===== config.mk =====
export PLATFORM = sky130hd
export DESIGN_NAME = raster_bbox_scanner_flat
export DESIGN_NICKNAME = d
export VERILOG_FILES = /design/src/rtl/raster_bbox_scanner_if.sv /design/src/rtl/raster_bbox_scanner.sv /design/src/flat_wrapper.sv
export SDC_FILE = /design/constraint.sdc
export NUM_CORES = 1
export LEC_CHECK = 0
export ABC_AREA = 1
export BUFFER_PORTS_ARGS = -buffer_cell sky130_fd_sc_hd__buf_4
export CAP_MARGIN = 20
export CORE_AREA = 2 2 185 187
export CTS_CLUSTER_DIAMETER = 40
export DETAILED_ROUTE_END_ITERATION = 8
export DIE_AREA = 0 0 187 189
export HOLD_SLACK_MARGIN = 0.05
export PLACE_DENSITY_LB_ADDON = 0.25
export SKIP_LAST_GASP = 1
export SLEW_MARGIN = 20
export SYNTH_ARGS = -nofsm -noshare
export SYNTH_HDL_FRONTEND = slang
export SYNTH_SLANG_ARGS = --single-unit

===== constraint.sdc =====
create_clock -name clk -period 7.95 [get_ports clk]
set_input_delay 1.1925 -clock clk [delete_from_list [all_inputs] [get_ports clk]]
set_output_delay 1.1925 -clock clk [all_outputs]
set_load 0.02 [all_outputs]

===== src/rtl/raster_bbox_scanner_if.sv =====
// raster_bbox_scanner_if: triangle capture, vertex attribute and pixel stream signals.
// The scanner side uses the master modport; the controller/downstream side uses slave.
interface raster_bbox_scanner_if;
    logic        data_ready_use;
    logic [11:0] vertice1_x_use, vertice1_y_use, vertice2_x_use, vertice2_y_use, vertice3_x_use, vertice3_y_use;
    logic [20:0] vertice1_depth_use, vertice2_depth_use, vertice3_depth_use;
    logic [23:0] vertice1_color_use, vertice2_color_use, vertice3_color_use;
    logic        get_next_triangle, busy, pix_valid, pix_ready, pix_last;
    logic [11:0] pix_x, pix_y;
    logic [11:0] tri_v1_x, tri_v1_y, tri_v2_x, tri_v2_y, tri_v3_x, tri_v3_y;
    logic [20:0] tri_v1_depth, tri_v2_depth, tri_v3_depth;
    logic [23:0] tri_v1_color, tri_v2_color, tri_v3_color;
    modport master (
        input  data_ready_use, pix_ready,
               vertice1_x_use, vertice1_y_use, vertice1_depth_use, vertice1_color_use,
               vertice2_x_use, vertice2_y_use, vertice2_depth_use, vertice2_color_use,
               vertice3_x_use, vertice3_y_use, vertice3_depth_use, vertice3_color_use,
        output get_next_triangle, busy, pix_valid, pix_x, pix_y, pix_last,
               tri_v1_x, tri_v1_y, tri_v1_depth, tri_v1_color,
               tri_v2_x, tri_v2_y, tri_v2_depth, tri_v2_color,
               tri_v3_x, tri_v3_y, tri_v3_depth, tri_v3_color
    );
    modport slave (
        output data_ready_use, pix_ready,
               vertice1_x_use, vertice1_y_use, vertice1_depth_use, vertice1_color_use,
               vertice2_x_use, vertice2_y_use, vertice2_depth_use, vertice2_color_use,
               vertice3_x_use, vertice3_y_use, vertice3_depth_use, vertice3_color_use,
        input  get_next_triangle, busy, pix_valid, pix_x, pix_y, pix_last,
               tri_v1_x, tri_v1_y, tri_v1_depth, tri_v1_color,
               tri_v2_x, tri_v2_y, tri_v2_depth, tri_v2_color,
               tri_v3_x, tri_v3_y, tri_v3_depth, tri_v3_color
    );
endinterface


===== src/rtl/raster_bbox_scanner.sv =====
// raster_bbox_scanner: latches a triangle, clips its bounding box to the screen and
// streams every pixel of the box in raster order, then requests the next triangle.
module raster_bbox_scanner #(
    parameter int SCREEN_W = 640,
    parameter int SCREEN_H = 480
) (
    input logic clk,
    input logic rst,
    raster_bbox_scanner_if.master b
);
    typedef enum logic [1:0] {IDLE, SETUP, SCAN, DONE} state_t;
    localparam logic signed [11:0] XLIM = 12'(SCREEN_W - 1);
    localparam logic signed [11:0] YLIM = 12'(SCREEN_H - 1);
    state_t state_q, state_d;
    logic [206:0] tri_q, tri_d, tri_in;
    logic [11:0] xmin_q, xmin_d, xmax_q, xmax_d, ymin_q, ymin_d, ymax_q, ymax_d;
    logic [11:0] pix_x_q, pix_x_d, pix_y_q, pix_y_d, nx, ny;
    logic pix_valid_q, pix_valid_d, pix_last_q, pix_last_d, gnt_q, gnt_d, busy_q, busy_d;
    logic signed [11:0] x1, y1, x2, y2, x3, y3, mnx, mxx, mny, mxy, bx0, bx1, by0, by1;
    logic empty;
    function automatic logic signed [11:0] lo3(input logic signed [11:0] a, c, d);
        return (a < c && a < d) ? a : (c < d ? c : d);
    endfunction
    function automatic logic signed [11:0] hi3(input logic signed [11:0] a, c, d);
        return (a > c && a > d) ? a : (c > d ? c : d);
    endfunction
    assign tri_in = {b.vertice1_x_use, b.vertice1_y_use, b.vertice1_depth_use, b.vertice1_color_use,
                     b.vertice2_x_use, b.vertice2_y_use, b.vertice2_depth_use, b.vertice2_color_use,
                     b.vertice3_x_use, b.vertice3_y_use, b.vertice3_depth_use, b.vertice3_color_use};
    assign {x1, y1} = tri_q[206:183];
    assign {x2, y2} = tri_q[137:114];
    assign {x3, y3} = tri_q[68:45];
    // Signed box, clipped to the screen; an off-screen triangle yields min > max.
    assign mnx = lo3(x1, x2, x3);
    assign mxx = hi3(x1, x2, x3);
    assign mny = lo3(y1, y2, y3);
    assign mxy = hi3(y1, y2, y3);
    assign bx0 = mnx < 12'sd0 ? 12'sd0 : mnx;
    assign bx1 = mxx > XLIM ? XLIM : mxx;
    assign by0 = mny < 12'sd0 ? 12'sd0 : mny;
    assign by1 = mxy > YLIM ? YLIM : mxy;
    assign empty = bx0 > bx1 || by0 > by1;
    assign nx = pix_x_q == xmax_q ? xmin_q : pix_x_q + 12'd1;
    assign ny = pix_x_q == xmax_q ? pix_y_q + 12'd1 : pix_y_q;
    always_comb begin
        state_d = state_q;
        tri_d = tri_q;
        xmin_d = xmin_q;
        xmax_d = xmax_q;
        ymin_d = ymin_q;
        ymax_d = ymax_q;
        pix_x_d = pix_x_q;
        pix_y_d = pix_y_q;
        pix_valid_d = pix_valid_q;
        pix_last_d = pix_last_q;
        gnt_d = 1'b0;
        busy_d = busy_q;
        case (state_q)
            IDLE: if (b.data_ready_use) begin
                tri_d = tri_in;
                busy_d = 1'b1;
                state_d = SETUP;
            end
            SETUP: begin
                xmin_d = bx0;
                xmax_d = bx1;
                ymin_d = by0;
                ymax_d = by1;
                pix_x_d = bx0;
                pix_y_d = by0;
                pix_valid_d = ~empty;
                pix_last_d = ~empty && bx0 == bx1 && by0 == by1;
                gnt_d = empty;
                state_d = empty ? DONE : SCAN;
            end
            // pix_valid is always high here, so pix_ready alone marks a handshake.
            SCAN: if (b.pix_ready) begin
                pix_x_d = nx;
                pix_y_d = ny;
                pix_valid_d = ~pix_last_q;
                pix_last_d = ~pix_last_q && nx == xmax_q && ny == ymax_q;
                gnt_d = pix_last_q;
                state_d = pix_last_q ? DONE : SCAN;
            end
            DONE: begin
                busy_d = 1'b0;
                state_d = IDLE;
            end
            default: state_d = IDLE;
        endcase
    end
    always_ff @(posedge clk or posedge rst) begin
        if (rst) begin
            state_q <= IDLE;
            tri_q <= '0;
            xmin_q <= '0;
            xmax_q <= '0;
            ymin_q <= '0;
            ymax_q <= '0;
            pix_x_q <= '0;
            pix_y_q <= '0;
            pix_valid_q <= 1'b0;
            pix_last_q <= 1'b0;
            gnt_q <= 1'b0;
            busy_q <= 1'b0;
        end else begin
            state_q <= state_d;
            tri_q <= tri_d;
            xmin_q <= xmin_d;
            xmax_q <= xmax_d;
            ymin_q <= ymin_d;
            ymax_q <= ymax_d;
            pix_x_q <= pix_x_d;
            pix_y_q <= pix_y_d;
            pix_valid_q <= pix_valid_d;
            pix_last_q <= pix_last_d;
            gnt_q <= gnt_d;
            busy_q <= busy_d;
        end
    end
    assign b.pix_valid = pix_valid_q;
    assign b.pix_x = pix_x_q;
    assign b.pix_y = pix_y_q;
    assign b.pix_last = pix_last_q;
    assign b.get_next_triangle = gnt_q;
    assign b.busy = busy_q;
    assign {b.tri_v1_x, b.tri_v1_y, b.tri_v1_depth, b.tri_v1_color,
            b.tri_v2_x, b.tri_v2_y, b.tri_v2_depth, b.tri_v2_color,
            b.tri_v3_x, b.tri_v3_y, b.tri_v3_depth, b.tri_v3_color} = tri_q;
endmodule


===== src/flat_wrapper.sv =====
// flat-port wrapper written by rule: the top's interface ports become plain ports
module raster_bbox_scanner_flat 
#(
    parameter int SCREEN_W = 640,
    parameter int SCREEN_H = 480
)
  (clk, rst, b_data_ready_use, b_pix_ready, b_vertice1_x_use, b_vertice1_y_use, b_vertice1_depth_use, b_vertice1_color_use, b_vertice2_x_use, b_vertice2_y_use, b_vertice2_depth_use, b_vertice2_color_use, b_vertice3_x_use, b_vertice3_y_use, b_vertice3_depth_use, b_vertice3_color_use, b_get_next_triangle, b_busy, b_pix_valid, b_pix_x, b_pix_y, b_pix_last, b_tri_v1_x, b_tri_v1_y, b_tri_v1_depth, b_tri_v1_color, b_tri_v2_x, b_tri_v2_y, b_tri_v2_depth, b_tri_v2_color, b_tri_v3_x, b_tri_v3_y, b_tri_v3_depth, b_tri_v3_color);
  raster_bbox_scanner_if b_i ();
  input logic clk;
  input logic rst;
  input wire logic [$bits(b_i.data_ready_use)-1:0] b_data_ready_use;
  input wire logic [$bits(b_i.pix_ready)-1:0] b_pix_ready;
  input wire logic [$bits(b_i.vertice1_x_use)-1:0] b_vertice1_x_use;
  input wire logic [$bits(b_i.vertice1_y_use)-1:0] b_vertice1_y_use;
  input wire logic [$bits(b_i.vertice1_depth_use)-1:0] b_vertice1_depth_use;
  input wire logic [$bits(b_i.vertice1_color_use)-1:0] b_vertice1_color_use;
  input wire logic [$bits(b_i.vertice2_x_use)-1:0] b_vertice2_x_use;
  input wire logic [$bits(b_i.vertice2_y_use)-1:0] b_vertice2_y_use;
  input wire logic [$bits(b_i.vertice2_depth_use)-1:0] b_vertice2_depth_use;
  input wire logic [$bits(b_i.vertice2_color_use)-1:0] b_vertice2_color_use;
  input wire logic [$bits(b_i.vertice3_x_use)-1:0] b_vertice3_x_use;
  input wire logic [$bits(b_i.vertice3_y_use)-1:0] b_vertice3_y_use;
  input wire logic [$bits(b_i.vertice3_depth_use)-1:0] b_vertice3_depth_use;
  input wire logic [$bits(b_i.vertice3_color_use)-1:0] b_vertice3_color_use;
  output wire logic [$bits(b_i.get_next_triangle)-1:0] b_get_next_triangle;
  output wire logic [$bits(b_i.busy)-1:0] b_busy;
  output wire logic [$bits(b_i.pix_valid)-1:0] b_pix_valid;
  output wire logic [$bits(b_i.pix_x)-1:0] b_pix_x;
  output wire logic [$bits(b_i.pix_y)-1:0] b_pix_y;
  output wire logic [$bits(b_i.pix_last)-1:0] b_pix_last;
  output wire logic [$bits(b_i.tri_v1_x)-1:0] b_tri_v1_x;
  output wire logic [$bits(b_i.tri_v1_y)-1:0] b_tri_v1_y;
  output wire logic [$bits(b_i.tri_v1_depth)-1:0] b_tri_v1_depth;
  output wire logic [$bits(b_i.tri_v1_color)-1:0] b_tri_v1_color;
  output wire logic [$bits(b_i.tri_v2_x)-1:0] b_tri_v2_x;
  output wire logic [$bits(b_i.tri_v2_y)-1:0] b_tri_v2_y;
  output wire logic [$bits(b_i.tri_v2_depth)-1:0] b_tri_v2_depth;
  output wire logic [$bits(b_i.tri_v2_color)-1:0] b_tri_v2_color;
  output wire logic [$bits(b_i.tri_v3_x)-1:0] b_tri_v3_x;
  output wire logic [$bits(b_i.tri_v3_y)-1:0] b_tri_v3_y;
  output wire logic [$bits(b_i.tri_v3_depth)-1:0] b_tri_v3_depth;
  output wire logic [$bits(b_i.tri_v3_color)-1:0] b_tri_v3_color;
  assign b_i.data_ready_use = b_data_ready_use;
  assign b_i.pix_ready = b_pix_ready;
  assign b_i.vertice1_x_use = b_vertice1_x_use;
  assign b_i.vertice1_y_use = b_vertice1_y_use;
  assign b_i.vertice1_depth_use = b_vertice1_depth_use;
  assign b_i.vertice1_color_use = b_vertice1_color_use;
  assign b_i.vertice2_x_use = b_vertice2_x_use;
  assign b_i.vertice2_y_use = b_vertice2_y_use;
  assign b_i.vertice2_depth_use = b_vertice2_depth_use;
  assign b_i.vertice2_color_use = b_vertice2_color_use;
  assign b_i.vertice3_x_use = b_vertice3_x_use;
  assign b_i.vertice3_y_use = b_vertice3_y_use;
  assign b_i.vertice3_depth_use = b_vertice3_depth_use;
  assign b_i.vertice3_color_use = b_vertice3_color_use;
  assign b_get_next_triangle = b_i.get_next_triangle;
  assign b_busy = b_i.busy;
  assign b_pix_valid = b_i.pix_valid;
  assign b_pix_x = b_i.pix_x;
  assign b_pix_y = b_i.pix_y;
  assign b_pix_last = b_i.pix_last;
  assign b_tri_v1_x = b_i.tri_v1_x;
  assign b_tri_v1_y = b_i.tri_v1_y;
  assign b_tri_v1_depth = b_i.tri_v1_depth;
  assign b_tri_v1_color = b_i.tri_v1_color;
  assign b_tri_v2_x = b_i.tri_v2_x;
  assign b_tri_v2_y = b_i.tri_v2_y;
  assign b_tri_v2_depth = b_i.tri_v2_depth;
  assign b_tri_v2_color = b_i.tri_v2_color;
  assign b_tri_v3_x = b_i.tri_v3_x;
  assign b_tri_v3_y = b_i.tri_v3_y;
  assign b_tri_v3_depth = b_i.tri_v3_depth;
  assign b_tri_v3_color = b_i.tri_v3_color;
  raster_bbox_scanner #(.SCREEN_W(SCREEN_W), .SCREEN_H(SCREEN_H)) u_core (.clk(clk), .rst(rst), .b(b_i));
endmodule

-- Word level (Yosys, flattened, before mapping)
Index checks and enable logic that the tools add are counted.
- eq/ne operators: 10
- $mul: 0
- order comparisons: 18
- bitwise operators: 2
- div/mod/pow operators: 0
- shifts and indexed selects: 0
- $add $sub $neg: 2
- reduce and logical (&&, ||, !) cells: 16
- multiplexer cells: 31
- operators by type and width (kind ; number):
    $mux 12 ; 16
    $gt 12x12->1 ; 8
    $lt 12x12->1 ; 6
    $eq 12x12->1 ; 5
    $pmux 12 s2 ; 2
    $add 12x1->12 const B ; 2
    $lt 12x1->1 const B ; 2
    $gt 12x10->1 const B ; 1
    $gt 12x11->1 const B ; 1
    $logic_and 1x1->1 ; 8
    $pmux 1 s2 ; 4
    $pmux 2 s4 ; 1
    $reduce_and 2->1 ; 4
    $mux 1 ; 6
    $eq 2x2->1 const B ; 2
    $mux 2 ; 2
    $ne 2x2->1 const B ; 2
    $reduce_bool 2->1 ; 2
    $eq 2x1->1 const B ; 1
    $logic_not 2->1 ; 1
    $not 1->1 ; 2
    $logic_or 1x1->1 ; 1
- input port bits: 211
- bits in writable memories: 0
- memories kept: 0
- latch bits: 0
- register bits: 273
- logic and storage cells: 90
- bits in read-only memories: 0

-- Longest topological paths before layout
- word-level depth: 11
- depth in mapped cells: 38
- gate-level depth less buffers: 37

-- Worst setup path after synthesis
No wires, ideal clock.
- path kind: register to register
- start point: register u_core.tri_q[68]
- end point: register u_core.pix_last_q (netlist: u_core.b.pix_last)
- arrival time: 3.659 ns
- library setup time: 0.117 ns
- cell stages (with the launch flop): 29
- required time: 7.833 ns
- buffers on the path: 1
- path slack: 4.175 ns
- cells stage by stage: dfrtp_1 -> inv_1 -> ha_1 -> nand2_1 -> inv_1 -> a21oi_1 -> nand3_1 -> nand2_1 -> nand3_2 -> inv_2 -> nand2_1 -> a31oi_1 -> nand2_1 -> nand2_1 -> nand2_1 -> nand2_1 -> buf_4 -> nand2_1 -> ha_1 -> inv_1 -> nor4_1 -> a21oi_1 -> a21boi_0 -> o21ai_0 -> nor2_1 -> nand4_1 -> nand2_1 -> nand2_1 -> nand2_1
- word-level cells in the longest chain between the ends: 11
- ends and longest elaborated chain (element ; RTL line ; text):
    start: declaration ; raster_bbox_scanner.sv:15 ; logic [206:0] tri_q, tri_d, tri_in;
    start signal: assignment ; raster_bbox_scanner.sv:108 ; tri_q <= tri_d;
    $lt 12x12->1 / $gt 12x12->1 (equally long branches) ; raster_bbox_scanner.sv:22, raster_bbox_scanner.sv:25 ;
    $mux 12, or another cell as far along ; raster_bbox_scanner.sv:22 ; return (a < c && a < d) ? a : (c < d ? c : d);
    $mux 12 (on tied branches) ; raster_bbox_scanner.sv:22, raster_bbox_scanner.sv:25 ;
    $lt 12x1->1 / $gt 12x11->1 (equally long branches) ; raster_bbox_scanner.sv:38, raster_bbox_scanner.sv:39 ;
    $mux 12 (on tied branches) ; raster_bbox_scanner.sv:38, raster_bbox_scanner.sv:39 ;
    $gt 12x12->1 ; raster_bbox_scanner.sv:42 ; assign empty = bx0 > bx1 || by0 > by1;
    $logic_or 1x1->1 ; raster_bbox_scanner.sv:42 ;
    $not 1->1 ; raster_bbox_scanner.sv:72 ; pix_last_d = ~empty && bx0 == bx1 && by0 == by1;
    $logic_and 1x1->1 (*) (2 in series) ; raster_bbox_scanner.sv:72 ;
    $pmux 1 s2 (*) ; raster_bbox_scanner.sv:58 ; case (state_q)
    end signal: assignment ; raster_bbox_scanner.sv:116 ; pix_last_q <= pix_last_d;
    end: declaration ; raster_bbox_scanner.sv:18 ; logic pix_valid_q, pix_valid_d, pix_last_q, pix_last_d, gnt_q, gnt_d, busy_q, busy_d;
Every way passes the cells marked *; elsewhere a longest branch is shown, timed or not.
A chain may end at the register's enable or synchronous reset.

-- Worst setup path after layout
Same ends and word-level chain as after synthesis.

==> impl_metrics.env <==
export IMPL_tritoncts="built"
export IMPL_area_of_the_die_sq_um=35340
export IMPL_grt_overflow_total=0
export IMPL_critical_path_startpoint_type="register"
export IMPL_vias_in_the_first_global_route=15873
export IMPL_numCtsBuffers=45
export IMPL_antenna_found_initial=6
export IMPL_htree_num_levels=2
export IMPL_clock_tree_root_cell="clkbuf_16"
export IMPL_worst_path_maximum_fanout=19
export IMPL_wirelength_um=55930
export IMPL_final_max_slew_violation_count=0
export IMPL_via_count=15963
export IMPL_rrSetupSlack_ns=2.92
export IMPL_area_growth_pct=32.92
export IMPL_status="finished clean"
export IMPL_drt_first_pass_iters=8
export IMPL_worst_rel_slew_slack_pct=36.37
export IMPL_finalSetupViolations=0
export IMPL_critical_path_required_ns=8.39
export IMPL_floorplan_die_width_um=187
export IMPL_hold_path_end="u_core.tri_q[106]"
export IMPL_postCtsResizedCells=0
export IMPL_timing_final_crit_period_ns=5.030
export IMPL_critical_path_class="reg -> reg"
export IMPL_cts_path_max_buffers=3
export IMPL_achievable_freq_ghz=0.1988
export IMPL_routed_wl_met2_um=26820
export IMPL_synthDominantAreaCellType="dfrtp_1"
export IMPL_net_count_reported_at_finish=2897
export IMPL_worstSetupEndpointType="register"
export IMPL_final_layout_size_suffix_gt1_share_pct=21.95
export IMPL_worst_setup_hold_path_clk_slew_ns=0.06
export IMPL_timing_reg2reg_worst_path_depth=27
export IMPL_rsz0062_at_grt="false"
export IMPL_synthArstFlopShare_pct=100.0
export IMPL_drt_met1_wl_um=22600
export IMPL_synth_unique_cells=45
export IMPL_drv_max_cap_violation_count=0
export IMPL_share_of_the_clock_period_used_by_the_worst_path_pct=63.27
export IMPL_detail_route_drc_violations=0
export IMPL_hold_class="reg -> reg"
export IMPL_synth_area_leaders="dfrtp_1 (43%), nand2_1 (23%), ha_1 (7.9%)"
export IMPL_clk_latency_ns=0.55
export IMPL_initial_core_utilization_pct=47.34
export IMPL_final_hold_violation_count=0
export IMPL_ys_ff_latch=272
export IMPL_die_y_um=189
export IMPL_grt_start_max_net_pins=184
export IMPL_placed_area_sq_um=19400
export IMPL_synth_yosys_seq_area_share_pct=43.20
export IMPL_syn_inst=2162
export IMPL_hold_depth=2
export IMPL_finalSetupTns_ns=0
export IMPL_timing_hold_worst_start="u_core.tri_q[106]"
export IMPL_critPathArrivalTime_ns=5.47
export IMPL_design_core_area_sq_um=33280
export IMPL_synth_yosys_warnings=0
export IMPL_synth_avg_cell_area_sq_um=7.288
export IMPL_detailedPlacementHpwl_um=42270
export IMPL_final_setup_skew_ns=0.01851
export IMPL_drt_iter0_markers=1164
export IMPL_detailroute_wirelength_met3_um=4488
export IMPL_rows=67
export IMPL_io_pin_count=446
export IMPL_endpoint_of_the_worst_register_to_register_path="u_core.b.pix_last"
export IMPL_synth_area_sq_um=15760
export IMPL_cts_sinks=272
export IMPL_synth_edf_count=0
export IMPL_hold_buffers=0
export IMPL_final_estimated_routing_congestion_in_global_placement=0.9773
export IMPL_whs_ns=0.4780
export IMPL_drt_vias_per_instance=5.193
export IMPL_cts_setup_buffers=0
export IMPL_ys_dominant_reg_cell="dfrtp_1"
export IMPL_routed_top_layer="met4"
export IMPL_antenna_violating_nets_post_route=0
export IMPL_grt_pass1_wl_um=87010
export IMPL_io_buffer_count=445
export IMPL_r2r_start="u_core.tri_q[68]"
export IMPL_final_design_area_no_fill_sq_um=20940
export IMPL_timing_worst_slew_pin_value_ns=0.9545
export IMPL_grt_usage_pct=31.19
export IMPL_postSynthNetCount=2473
export IMPL_post_synth_top_area_fraction_pct=43.20
export IMPL_routedWlPerCell_um=18.19
==> how the worst max path moves through the flow <==
stage	endpoint	slack, ns	cells past startpoint	start
global route	u_core.b.pix_last	2.35	27	u_core.tri_q[68]
global placement	u_core.state_q[0]	3.23	31	u_core.tri_q[55]
detailed placement	u_core.state_q[0]	3.00	24	u_core.tri_q[68]
CTS	u_core.state_q[0]	2.97	24	u_core.tri_q[68]
floorplan	u_core.b.busy	3.16	1	rst
finish	u_core.b.pix_last	2.92	27	u_core.tri_q[68]
==> state kept, by name, indices dropped and copies added, names as in the netlist <==
signal,count
u_core.b.pix_valid,1
u_core.b.busy,1
u_core.b.pix_x,12
u_core.ymax_q,12
u_core.b.get_next_triangle,1
u_core.b.pix_last,1
u_core.b.pix_y,12
u_core.state_q,2
u_core.xmin_q,11
u_core.xmax_q,12
u_core.tri_q,207
==> logic make-up after synthesis <==
| kind of cell | share of synthesized area [%] |
|---|---|
| fa+ha+maj | 7.941 |
| flops | 43.20 |
| xor+xnor | 0.7226 |
| compound gates | 10.02 |
| simple gates | 30.01 |
| buf+inv | 8.108 |
==> cell usage in the layout, fill, tap and decap left out, types with 3 or more instances in the layout <==
| cell type | instances |
|---|---|
| o21bai_1 | 3 |
| clkinvlp_4 | 5 |
| nand2_1 | 946 |
| diode_2 | 6 |
| a31oi_1 | 9 |
| a21o_1 | 3 |
| or2_1 | 3 |
| nand2_2 | 12 |
| inv_1 | 234 |
| dfrtp_1 | 272 |
| nor2_1 | 61 |
| clkbuf_16 | 45 |
| nor3_1 | 14 |
| inv_8 | 3 |
| xor2_1 | 11 |
| o22ai_1 | 17 |
| nand3_1 | 83 |
| buf_4 | 455 |
| nand3b_1 | 9 |
| nor2_2 | 3 |
| o221ai_1 | 8 |
| ha_1 | 100 |
| a21oi_1 | 60 |
| bufinv_16 | 3 |
| inv_6 | 8 |
| clkinv_4 | 7 |
| inv_2 | 8 |
| clkinv_2 | 4 |
| o21ai_1 | 7 |
| clkbuf_1 | 3 |
| clkbuf_8 | 5 |
| nand4_1 | 23 |
| o211ai_1 | 20 |
| o21ai_0 | 150 |
==> metal layers <==
layer / global-route usage [%] / vias to the layer above
met1: 39.17 / 7542
met5: 0 / -
li1: - / 7735
met3: 8.193 / 108
met4: 11.69 / 0
met2: 51.79 / 578
==> area by class of cell <==
type | count | area [sq um]
Clock inverter | 28 | 294.0
Antenna cell | 6 | 15.01
Multi-Input combinational cell | 1565 | 7680
Clock buffer | 53 | 1206
Timing Repair Buffer | 457 | 3447
Fill cell | 2977 | 12340
Sequential cell | 272 | 6807
Tap cell | 448 | 560.5
Inverter | 245 | 933.4
==> critical path, stage by stage (launching register included) <==
cell and delay (ns):
dfrtp_1 0.37, inv_1 0.09, ha_1 0.37, nand2_1 0.11
inv_1 0.06, a21oi_1 0.26, nand3_1 0.18, nand2_1 0.10
nand3_2 0.36, inv_2 0.25, nand2_1 0.07, a31oi_1 0.30
nand2_1 0.10, nand2_1 0.07, nand2_1 0.23, nand2_1 0.19
inv_1 0.06, ha_1 0.31, nand4_1 0.10, nor4_1 0.28
a21oi_1 0.12, a21boi_0 0.13, o21ai_0 0.37, nor2_1 0.12
nand4_1 0.11, nand2_1 0.07, nand2_1 0.06, nand2_1 0.05
==> cells in the mapped netlist (17+ instances only) <==
library cell,instances
o21ai_0,150
nand2_1,947
a21oi_1,60
o22ai_1,17
dfrtp_1,272
nor2_1,61
nand3_1,83
clkbuf_1,57
o211ai_1,20
ha_1,100
nand4_1,23
inv_1,235
==> per-stage QoR <==
| step | utilization (%) | instances | setup WS [ns] |
|---|---|---|---|
| 6_report | 62.93 | 3074 | 2.920 |
| 5_1_grt | 62.93 | 3074 | 2.346 |
| 4_1_cts | 62.81 | 3067 | 2.971 |
| 3_5_place_dp | 58.30 | 2986 | 3.000 |
| 3_3_place_gp | 58.30 | 2986 | 3.225 |
| 2_1_floorplan | - | 2162 | 3.162 |
Power is not shown: default switching activity piles up to over one toggle a cycle in this logic, so the estimate is an artifact.
